<file path="src/rtl/spi_master_engine_pkg.sv">
// Shared types and constants for the SPI master engine.
package spi_pkg;

    // Engine states: IDLE waits for work, SETUP asserts cs_n ahead of the first
    // edge, SHIFT clocks the frame, DONE pushes RX, GAP holds cs_n high.
    typedef enum logic [2:0] {
        IDLE  = 3'd0,
        SETUP = 3'd1,
        SHIFT = 3'd2,
        DONE  = 3'd3,
        GAP   = 3'd4
    } spi_state_t;

    // Mode 0: clock idles low, data sampled on the rising edge.
    localparam logic SPI_CPOL = 1'b0;
    localparam logic SPI_CPHA = 1'b0;

endpackage

</file>
<file path="src/rtl/spi_master_engine_if.sv">
// FIFO handshake and SPI pin bundle between the engine and its neighbours.
interface spi_master_engine_if #(
    parameter int DATA_WIDTH = 32
);
    logic                  read_fifo_tx;
    logic                  empty_tx;
    logic [DATA_WIDTH-1:0] fifo_r_data_tx;
    logic                  write_fifo_rx;
    logic                  full_rx;
    logic [DATA_WIDTH-1:0] fifo_w_data_rx;
    logic                  sclk;
    logic                  mosi;
    logic                  miso;
    logic                  cs_n;

    // Engine side: pops TX, pushes RX, drives the SPI pins.
    modport master (
        output read_fifo_tx, write_fifo_rx, fifo_w_data_rx, sclk, mosi, cs_n,
        input  empty_tx, fifo_r_data_tx, full_rx, miso
    );

    // FIFO / SPI device side.
    modport slave (
        input  read_fifo_tx, write_fifo_rx, fifo_w_data_rx, sclk, mosi, cs_n,
        output empty_tx, fifo_r_data_tx, full_rx, miso
    );
endinterface

</file>
<file path="src/rtl/spi_master_engine_tick_gen.sv">
// Divider that pulses tick every CLK_DIV cycles while enabled. The count is
// held at 0 while disabled, so every enable rise starts a fresh period.
module spi_tick_gen #(
    parameter int CLK_DIV = 2
) (
    input  logic pclk,
    input  logic presetn,
    input  logic en,
    output logic tick
);
    localparam int CNT_W = $clog2(CLK_DIV + 1);
    localparam logic [CNT_W-1:0] DIV_LAST = CNT_W'(CLK_DIV - 1);

    logic [CNT_W-1:0] div_cnt_q;
    logic [CNT_W-1:0] div_cnt_d;

    // Next count and tick pulse; wraps to 0 exactly on the tick.
    always_comb begin
        div_cnt_d = div_cnt_q;
        tick      = 1'b0;
        if (!en) begin
            div_cnt_d = '0;
        end else if (div_cnt_q == DIV_LAST) begin
            tick      = 1'b1;
            div_cnt_d = '0;
        end else begin
            div_cnt_d = div_cnt_q + 1'b1;
        end
    end

    // Divider count register.
    always_ff @(posedge pclk) begin
        if (!presetn) begin
            div_cnt_q <= '0;
        end else begin
            div_cnt_q <= div_cnt_d;
        end
    end

endmodule

</file>
<file path="src/rtl/spi_master_engine.sv">
// Mode-0 SPI master: pops one TX FIFO word per frame, shifts FRAME_BITS bits
// MSB first and pushes the zero-extended received frame into the RX FIFO.
module spi_master_engine
    import spi_pkg::*;
#(
    parameter int DATA_WIDTH = 32,
    parameter int FRAME_BITS = 8,
    parameter int CLK_DIV    = 2
) (
    input  logic                 pclk,
    input  logic                 presetn,
    input  logic                 en,
    output logic                 busy,
    spi_master_engine_if.master  bus
);
    localparam int HALF_W = $clog2(2 * FRAME_BITS + 1);
    localparam logic [HALF_W-1:0] HALF_LAST = HALF_W'(2 * FRAME_BITS - 1);

    spi_state_t              state_q, state_d;
    logic [HALF_W-1:0]       half_cnt_q, half_cnt_d;
    logic [FRAME_BITS-1:0]   tx_shift_q, tx_shift_d;
    logic [FRAME_BITS-1:0]   rx_shift_q, rx_shift_d;
    logic                    sclk_q, sclk_d;
    logic                    mosi_q, mosi_d;
    logic                    cs_n_q, cs_n_d;
    logic                    write_q, write_d;
    logic [DATA_WIDTH-1:0]   wdata_q, wdata_d;
    logic                    tick;
    logic                    tick_en;
    logic                    start;
    logic                    sclk_rise;
    logic                    sclk_fall;

    // Pop only when the RX slot for this frame is already known to be free.
    assign start   = (state_q == IDLE) && en && !bus.empty_tx && !bus.full_rx;
    assign tick_en = (state_q == SETUP) || (state_q == SHIFT) || (state_q == GAP);

    spi_tick_gen #(
        .CLK_DIV (CLK_DIV)
    ) u_tick (
        .pclk    (pclk),
        .presetn (presetn),
        .en      (tick_en),
        .tick    (tick)
    );

    // State, counter, shift and pin registers.
    always_ff @(posedge pclk) begin
        if (!presetn) begin
            state_q    <= IDLE;
            half_cnt_q <= '0;
            tx_shift_q <= '0;
            rx_shift_q <= '0;
            sclk_q     <= SPI_CPOL;
            mosi_q     <= 1'b0;
            cs_n_q     <= 1'b1;
            write_q    <= 1'b0;
            wdata_q    <= '0;
        end else begin
            state_q    <= state_d;
            half_cnt_q <= half_cnt_d;
            tx_shift_q <= tx_shift_d;
            rx_shift_q <= rx_shift_d;
            sclk_q     <= sclk_d;
            mosi_q     <= mosi_d;
            cs_n_q     <= cs_n_d;
            write_q    <= write_d;
            wdata_q    <= wdata_d;
        end
    end

    // Next state and half-period counter; counter restarts on every state entry.
    always_comb begin
        state_d    = state_q;
        half_cnt_d = half_cnt_q;
        case (state_q)
            IDLE: begin
                if (start) begin
                    state_d    = SETUP;
                    half_cnt_d = '0;
                end
            end
            SETUP: begin
                if (tick) begin
                    state_d    = SHIFT;
                    half_cnt_d = '0;
                end
            end
            SHIFT: begin
                if (tick) begin
                    if (half_cnt_q == HALF_LAST) begin
                        state_d    = DONE;
                        half_cnt_d = '0;
                    end else begin
                        half_cnt_d = half_cnt_q + 1'b1;
                    end
                end
            end
            DONE: begin
                state_d    = GAP;
                half_cnt_d = '0;
            end
            GAP: begin
                if (tick) begin
                    state_d    = IDLE;
                    half_cnt_d = '0;
                end
            end
            default: begin
                state_d    = IDLE;
                half_cnt_d = '0;
            end
        endcase
    end

    // Pin and datapath values for the next cycle, derived from the next state so
    // that sclk/mosi/cs_n/write leave the engine registered.
    always_comb begin
        sclk_d = SPI_CPOL;
        if ((state_d == SHIFT) && !half_cnt_d[0]) begin
            sclk_d = ~SPI_CPOL;
        end

        sclk_rise = sclk_d && !sclk_q;
        // The fall into the final half-period leaves the last bit on mosi.
        sclk_fall = !sclk_d && sclk_q && (state_d == SHIFT) && (half_cnt_d != HALF_LAST);

        tx_shift_d = tx_shift_q;
        if (start) begin
            tx_shift_d = bus.fifo_r_data_tx[FRAME_BITS-1:0];
        end else if (sclk_fall) begin
            tx_shift_d = tx_shift_q << 1;
        end

        rx_shift_d = rx_shift_q;
        if (sclk_rise) begin
            rx_shift_d    = rx_shift_q << 1;
            rx_shift_d[0] = bus.miso;
        end

        mosi_d = 1'b0;
        if ((state_d == SETUP) || (state_d == SHIFT)) begin
            mosi_d = tx_shift_d[FRAME_BITS-1];
        end

        cs_n_d  = !((state_d == SETUP) || (state_d == SHIFT) || (state_d == DONE));
        write_d = (state_d == DONE);

        wdata_d = wdata_q;
        if (state_d == DONE) begin
            wdata_d                 = '0;
            wdata_d[FRAME_BITS-1:0] = rx_shift_q;
        end
    end

    assign bus.read_fifo_tx   = start;
    assign bus.write_fifo_rx  = write_q;
    assign bus.fifo_w_data_rx = wdata_q;
    assign bus.sclk           = sclk_q;
    assign bus.mosi           = mosi_q;
    assign bus.cs_n           = cs_n_q;
    assign busy               = (state_q != IDLE);

endmodule

</file>
<file path="src/flat_wrapper.sv">
// flat-port wrapper written by rule: the top's interface ports become plain ports
module spi_master_engine_flat import spi_pkg::*;
#(
    parameter int DATA_WIDTH = 32,
    parameter int FRAME_BITS = 8,
    parameter int CLK_DIV    = 2
)
  (pclk, presetn, en, busy, bus_read_fifo_tx, bus_write_fifo_rx, bus_fifo_w_data_rx, bus_sclk, bus_mosi, bus_cs_n, bus_empty_tx, bus_fifo_r_data_tx, bus_full_rx, bus_miso);
  spi_master_engine_if #(.DATA_WIDTH(DATA_WIDTH)) bus_i ();
  input  logic pclk;
  input  logic presetn;
  input  logic en;
  output logic busy;
  output wire logic [$bits(bus_i.read_fifo_tx)-1:0] bus_read_fifo_tx;
  output wire logic [$bits(bus_i.write_fifo_rx)-1:0] bus_write_fifo_rx;
  output wire logic [$bits(bus_i.fifo_w_data_rx)-1:0] bus_fifo_w_data_rx;
  output wire logic [$bits(bus_i.sclk)-1:0] bus_sclk;
  output wire logic [$bits(bus_i.mosi)-1:0] bus_mosi;
  output wire logic [$bits(bus_i.cs_n)-1:0] bus_cs_n;
  input wire logic [$bits(bus_i.empty_tx)-1:0] bus_empty_tx;
  input wire logic [$bits(bus_i.fifo_r_data_tx)-1:0] bus_fifo_r_data_tx;
  input wire logic [$bits(bus_i.full_rx)-1:0] bus_full_rx;
  input wire logic [$bits(bus_i.miso)-1:0] bus_miso;
  assign bus_read_fifo_tx = bus_i.read_fifo_tx;
  assign bus_write_fifo_rx = bus_i.write_fifo_rx;
  assign bus_fifo_w_data_rx = bus_i.fifo_w_data_rx;
  assign bus_sclk = bus_i.sclk;
  assign bus_mosi = bus_i.mosi;
  assign bus_cs_n = bus_i.cs_n;
  assign bus_i.empty_tx = bus_empty_tx;
  assign bus_i.fifo_r_data_tx = bus_fifo_r_data_tx;
  assign bus_i.full_rx = bus_full_rx;
  assign bus_i.miso = bus_miso;
  spi_master_engine #(.DATA_WIDTH(DATA_WIDTH), .FRAME_BITS(FRAME_BITS), .CLK_DIV(CLK_DIV)) u_core (.pclk(pclk), .presetn(presetn), .en(en), .busy(busy), .bus(bus_i));
endmodule
</file>
<file path="config.mk">
export PLATFORM = sky130hd
export DESIGN_NAME = spi_master_engine_flat
export DESIGN_NICKNAME = d
export VERILOG_FILES = /design/src/rtl/spi_master_engine_pkg.sv /design/src/rtl/spi_master_engine_if.sv /design/src/rtl/spi_master_engine_tick_gen.sv /design/src/rtl/spi_master_engine.sv /design/src/flat_wrapper.sv
export SDC_FILE = /design/constraint.sdc
export NUM_CORES = 1
export LEC_CHECK = 0
export CAP_MARGIN = 20
export CORE_UTILIZATION = 39
export DETAILED_ROUTE_END_ITERATION = 8
export GPL_ROUTABILITY_DRIVEN = 0
export HOLD_SLACK_MARGIN = 0.1
export PLACE_DENSITY = 0.81
export RECOVER_POWER = 25
export REMOVE_ABC_BUFFERS = 1
export SYNTH_ARGS = -nofsm -noshare
export SYNTH_HDL_FRONTEND = slang
export SYNTH_HIERARCHICAL = 1
export SYNTH_SLANG_ARGS = --single-unit
</file>
<file path="constraint.sdc">
create_clock -name pclk -period 3 [get_ports pclk]
set_input_delay 0.3 -clock pclk [delete_from_list [all_inputs] [get_ports pclk]]
set_output_delay 0.3 -clock pclk [all_outputs]
set_load 0.02 [all_outputs]
</file>
==> flow_metrics.env <==
export IMPL_outcome="finished clean"
export IMPL_p_sw_share_pct=24.12
export IMPL_drv_slew=0
export IMPL_die_area_um2=5417
export IMPL_cpPeakStageDelay_ns=0.43
export IMPL_fmax_mhz=351.1
export IMPL_crit_path_max_fanout=15
export IMPL_yosysWarningCount=6
export IMPL_cts_root_buffer="clkbuf_8"
export IMPL_period_share_pct=94.93
export IMPL_hold_viol=0
export IMPL_clk_path_buf_depth=2
export IMPL_placed_area_um2=2307
export IMPL_synthCells=214
export IMPL_grt_pass1_vias=1409
export IMPL_wl_per_cell_um=11.98
export IMPL_placedCellCount=310
export IMPL_worst_pin_slew_ns=0.6110
export IMPL_power_mw=1.047
export IMPL_cts_sinks=38
export IMPL_synth_edf_count=0
export IMPL_yosys_area_top_type="dfxtp_1"
export IMPL_synthToLayoutAreaGrowth_pct=21.28
export IMPL_clk_latency_ns=0.29
export IMPL_num_antenna_cells=0
export IMPL_slew_headroom_pct=59.22
export IMPL_first_pass_iters=4
export IMPL_peakVddDrop_mv=0.2605
export IMPL_wl_um=3809
export IMPL_yosysSeqAreaShare_pct=38.05
export IMPL_die_h_um=73.60
export IMPL_pre_cts_slack_ns=0.1026
export IMPL_die_w_um=73.60
export IMPL_final_cells=318
export IMPL_cts_reportedPaths_clkPinSlew_ns=0.08
export IMPL_fillers=459
export IMPL_yosysMostFrequentCell="dfxtp_1"
export IMPL_synth_commonest_cells="38 x dfxtp_1, 28 x nor2_1, 25 x buf_4, 16 x mux2i_1, 10 x nand2_1"
export IMPL_grt_overflow=0
export IMPL_cts_htree_levels=2
export IMPL_start_util_pct=41.51
export IMPL_portBuffers=27
export IMPL_skew_ns=0.008590
export IMPL_synthFlopType="dfxtp_1"
export IMPL_cp_slowest_cell="or3b_4"
export IMPL_grt_use_total_pct=15.19
export IMPL_syn_cell_area_um2=1999
export IMPL_tns_ns=0
export IMPL_setup_ws_ns=0.1521
export IMPL_dpl_hpwl_um=2788
export IMPL_drc_errors=0
export IMPL_comb_power_share_pct=9.4
export IMPL_postSynthAreaPerCell_um2=9.343
export IMPL_rows=25
export IMPL_cp_end_kind="flop"
export IMPL_leakage_nw=0.9469
export IMPL_yosys_top_cells_area="dfxtp_1 38%, buf_4 9.4%, mux2i_1 8.0%"
export IMPL_crit_buf_inv=1
export IMPL_clock_power_share_pct=41.6
export IMPL_multiInputGateArea_um2=1064
export IMPL_numCtsBuffers=5
export IMPL_drive_above_1_share_pct=12.75
export IMPL_cp_top_family="simple AND/OR/NAND/NOR gates"
export IMPL_cts_tree="built"
export IMPL_core_um2=4817
export IMPL_crit_path_cell_trace="or3b_4, o21ai_2, and2_4, nand4bb_4, or3b_1, a311o_1, a41oi_4, buf_12, a2bb2oi_1, nor2_1"
export IMPL_setup_violations_final=0
export IMPL_rsz0062_at_grt="false"
export IMPL_seq_area_um2=760.7
export IMPL_drt_iter0_markers=63
export IMPL_power_frac_seq_pct=49.1
export IMPL_hold_buffers=0
export IMPL_async_flop_share_pct=0
export IMPL_pin_count=76
export IMPL_antenna_found_initial=0
export IMPL_layout_nets=290
export IMPL_synth_seq_cells=38
export IMPL_via_per_inst=4.918
export IMPL_arrival_ns=3.01
export IMPL_internal_power_mw=0.7947
export IMPL_p_sw_mw=0.2526
export IMPL_yosysUniqueCellTypes=52
export IMPL_antenna_left=0
export IMPL_fin_area_um2=2425
export IMPL_grt_pass1_wl_um=6341
export IMPL_start_kind="flop"
export IMPL_cp_data_required_time_ns=3.16
export IMPL_cellPowerDensity_nw_per_um2=431.9
export IMPL_crit_type="flop to flop"
export IMPL_worstHoldPathType="flop to flop"
export IMPL_layout_min_cycle_time_ns=2.848
export IMPL_vias=1564
export IMPL_grt_max_degree=22
export IMPL_synth_top_area_share_pct=38.05
export IMPL_maxCapViolCount=0
layout by cell type (no fill, tap or decap), drive strengths merged, types with 8 or more instances in the layout:
master	n
clkdlybuf4s50	16
nand2	10
buf	12
conb	24
dfxtp	38
mux2i	16
o21a	8
nor2	28
dlygate4sd3	11
power by group through the flow:
stage | clock network (mW) | registers, mW | logic [mW]
after floorplan | 0 | 0.528 | 0.0584
after global placement | 0 | 0.525 | 0.0962
after detailed placement | 0 | 0.526 | 0.0976
after CTS | 0.448 | 0.514 | 0.0981
after global routing | 0.466 | 0.515 | 0.107
final | 0.436 | 0.514 | 0.0979
cells by family after synthesis:
kind of cell,share of synthesized area [%]
AOI/OAI and AO/OA,18.40
xor gates and xnor gates,1.252
adders and majority gates,1.251
buffers and inverters,13.27
DFF,38.05
muxes,8.010
other,0.1876
and+or+nand+nor,19.59
metal layers:
layer,vias to the layer above,wire length [um],global-route usage (%)
met4,0,56,7.051
li1,782,-,-
met2,51,1792,24.46
met3,7,184,3.018
met5,-,0,0
met1,724,1775,19.49
flip-flops by register name, indices dropped and copies added (netlist names):
register / cells
u_core/bus.cs_n: 1
u_core/bus.fifo_w_data_rx: 8
u_core/bus.mosi: 1
u_core/bus.sclk: 1
u_core/bus.write_fifo_rx: 1
u_core/half_cnt_q: 5
u_core/rx_shift_q: 8
u_core/state_q: 3
u_core/tx_shift_q: 8
u_core/u_tick/div_cnt_q: 2
area by class of cell:
type | instances | area share (%)
multi-input cells | 158 | 43.86
flip-flops and latches | 38 | 31.37
repair buffers | 39 | 15.38
well taps | 67 | 3.457
clock buffers | 5 | 2.838
clock inverters | 3 | 1.858
inverters | 8 | 1.238
stage by stage:
stage / utilization (%) / hold slack (ns)
2_1_floorplan: - / 0.4175
3_3_place_gp: 47.90 / 0.4480
3_5_place_dp: 47.90 / 0.4612
4_1_cts: 50.26 / 0.4783
5_1_grt: 50.34 / 0.5012
6_report: 50.34 / 0.4719
what timing repair did:
action / 4_1_cts / 5_1_grt
resized for setup: 0 / 2
setup buffers: 0 / 0
endpoints found under the setup margin: 0 / 9
worst paths after layout:
check,cells past startpoint,slack (ns),endpoint,start
setup / recovery,10,0.15,u_core/tx_shift_q[0],u_core/state_q[2]
hold reg to reg,1,0.47,u_core/tx_shift_q[7],u_core/tx_shift_q[7]
hold / removal,1,0.47,u_core/tx_shift_q[7],u_core/tx_shift_q[7]
setup reg to reg,10,0.15,u_core/tx_shift_q[0],u_core/state_q[2]
Note: power is estimated with default switching activity, not from simulation.
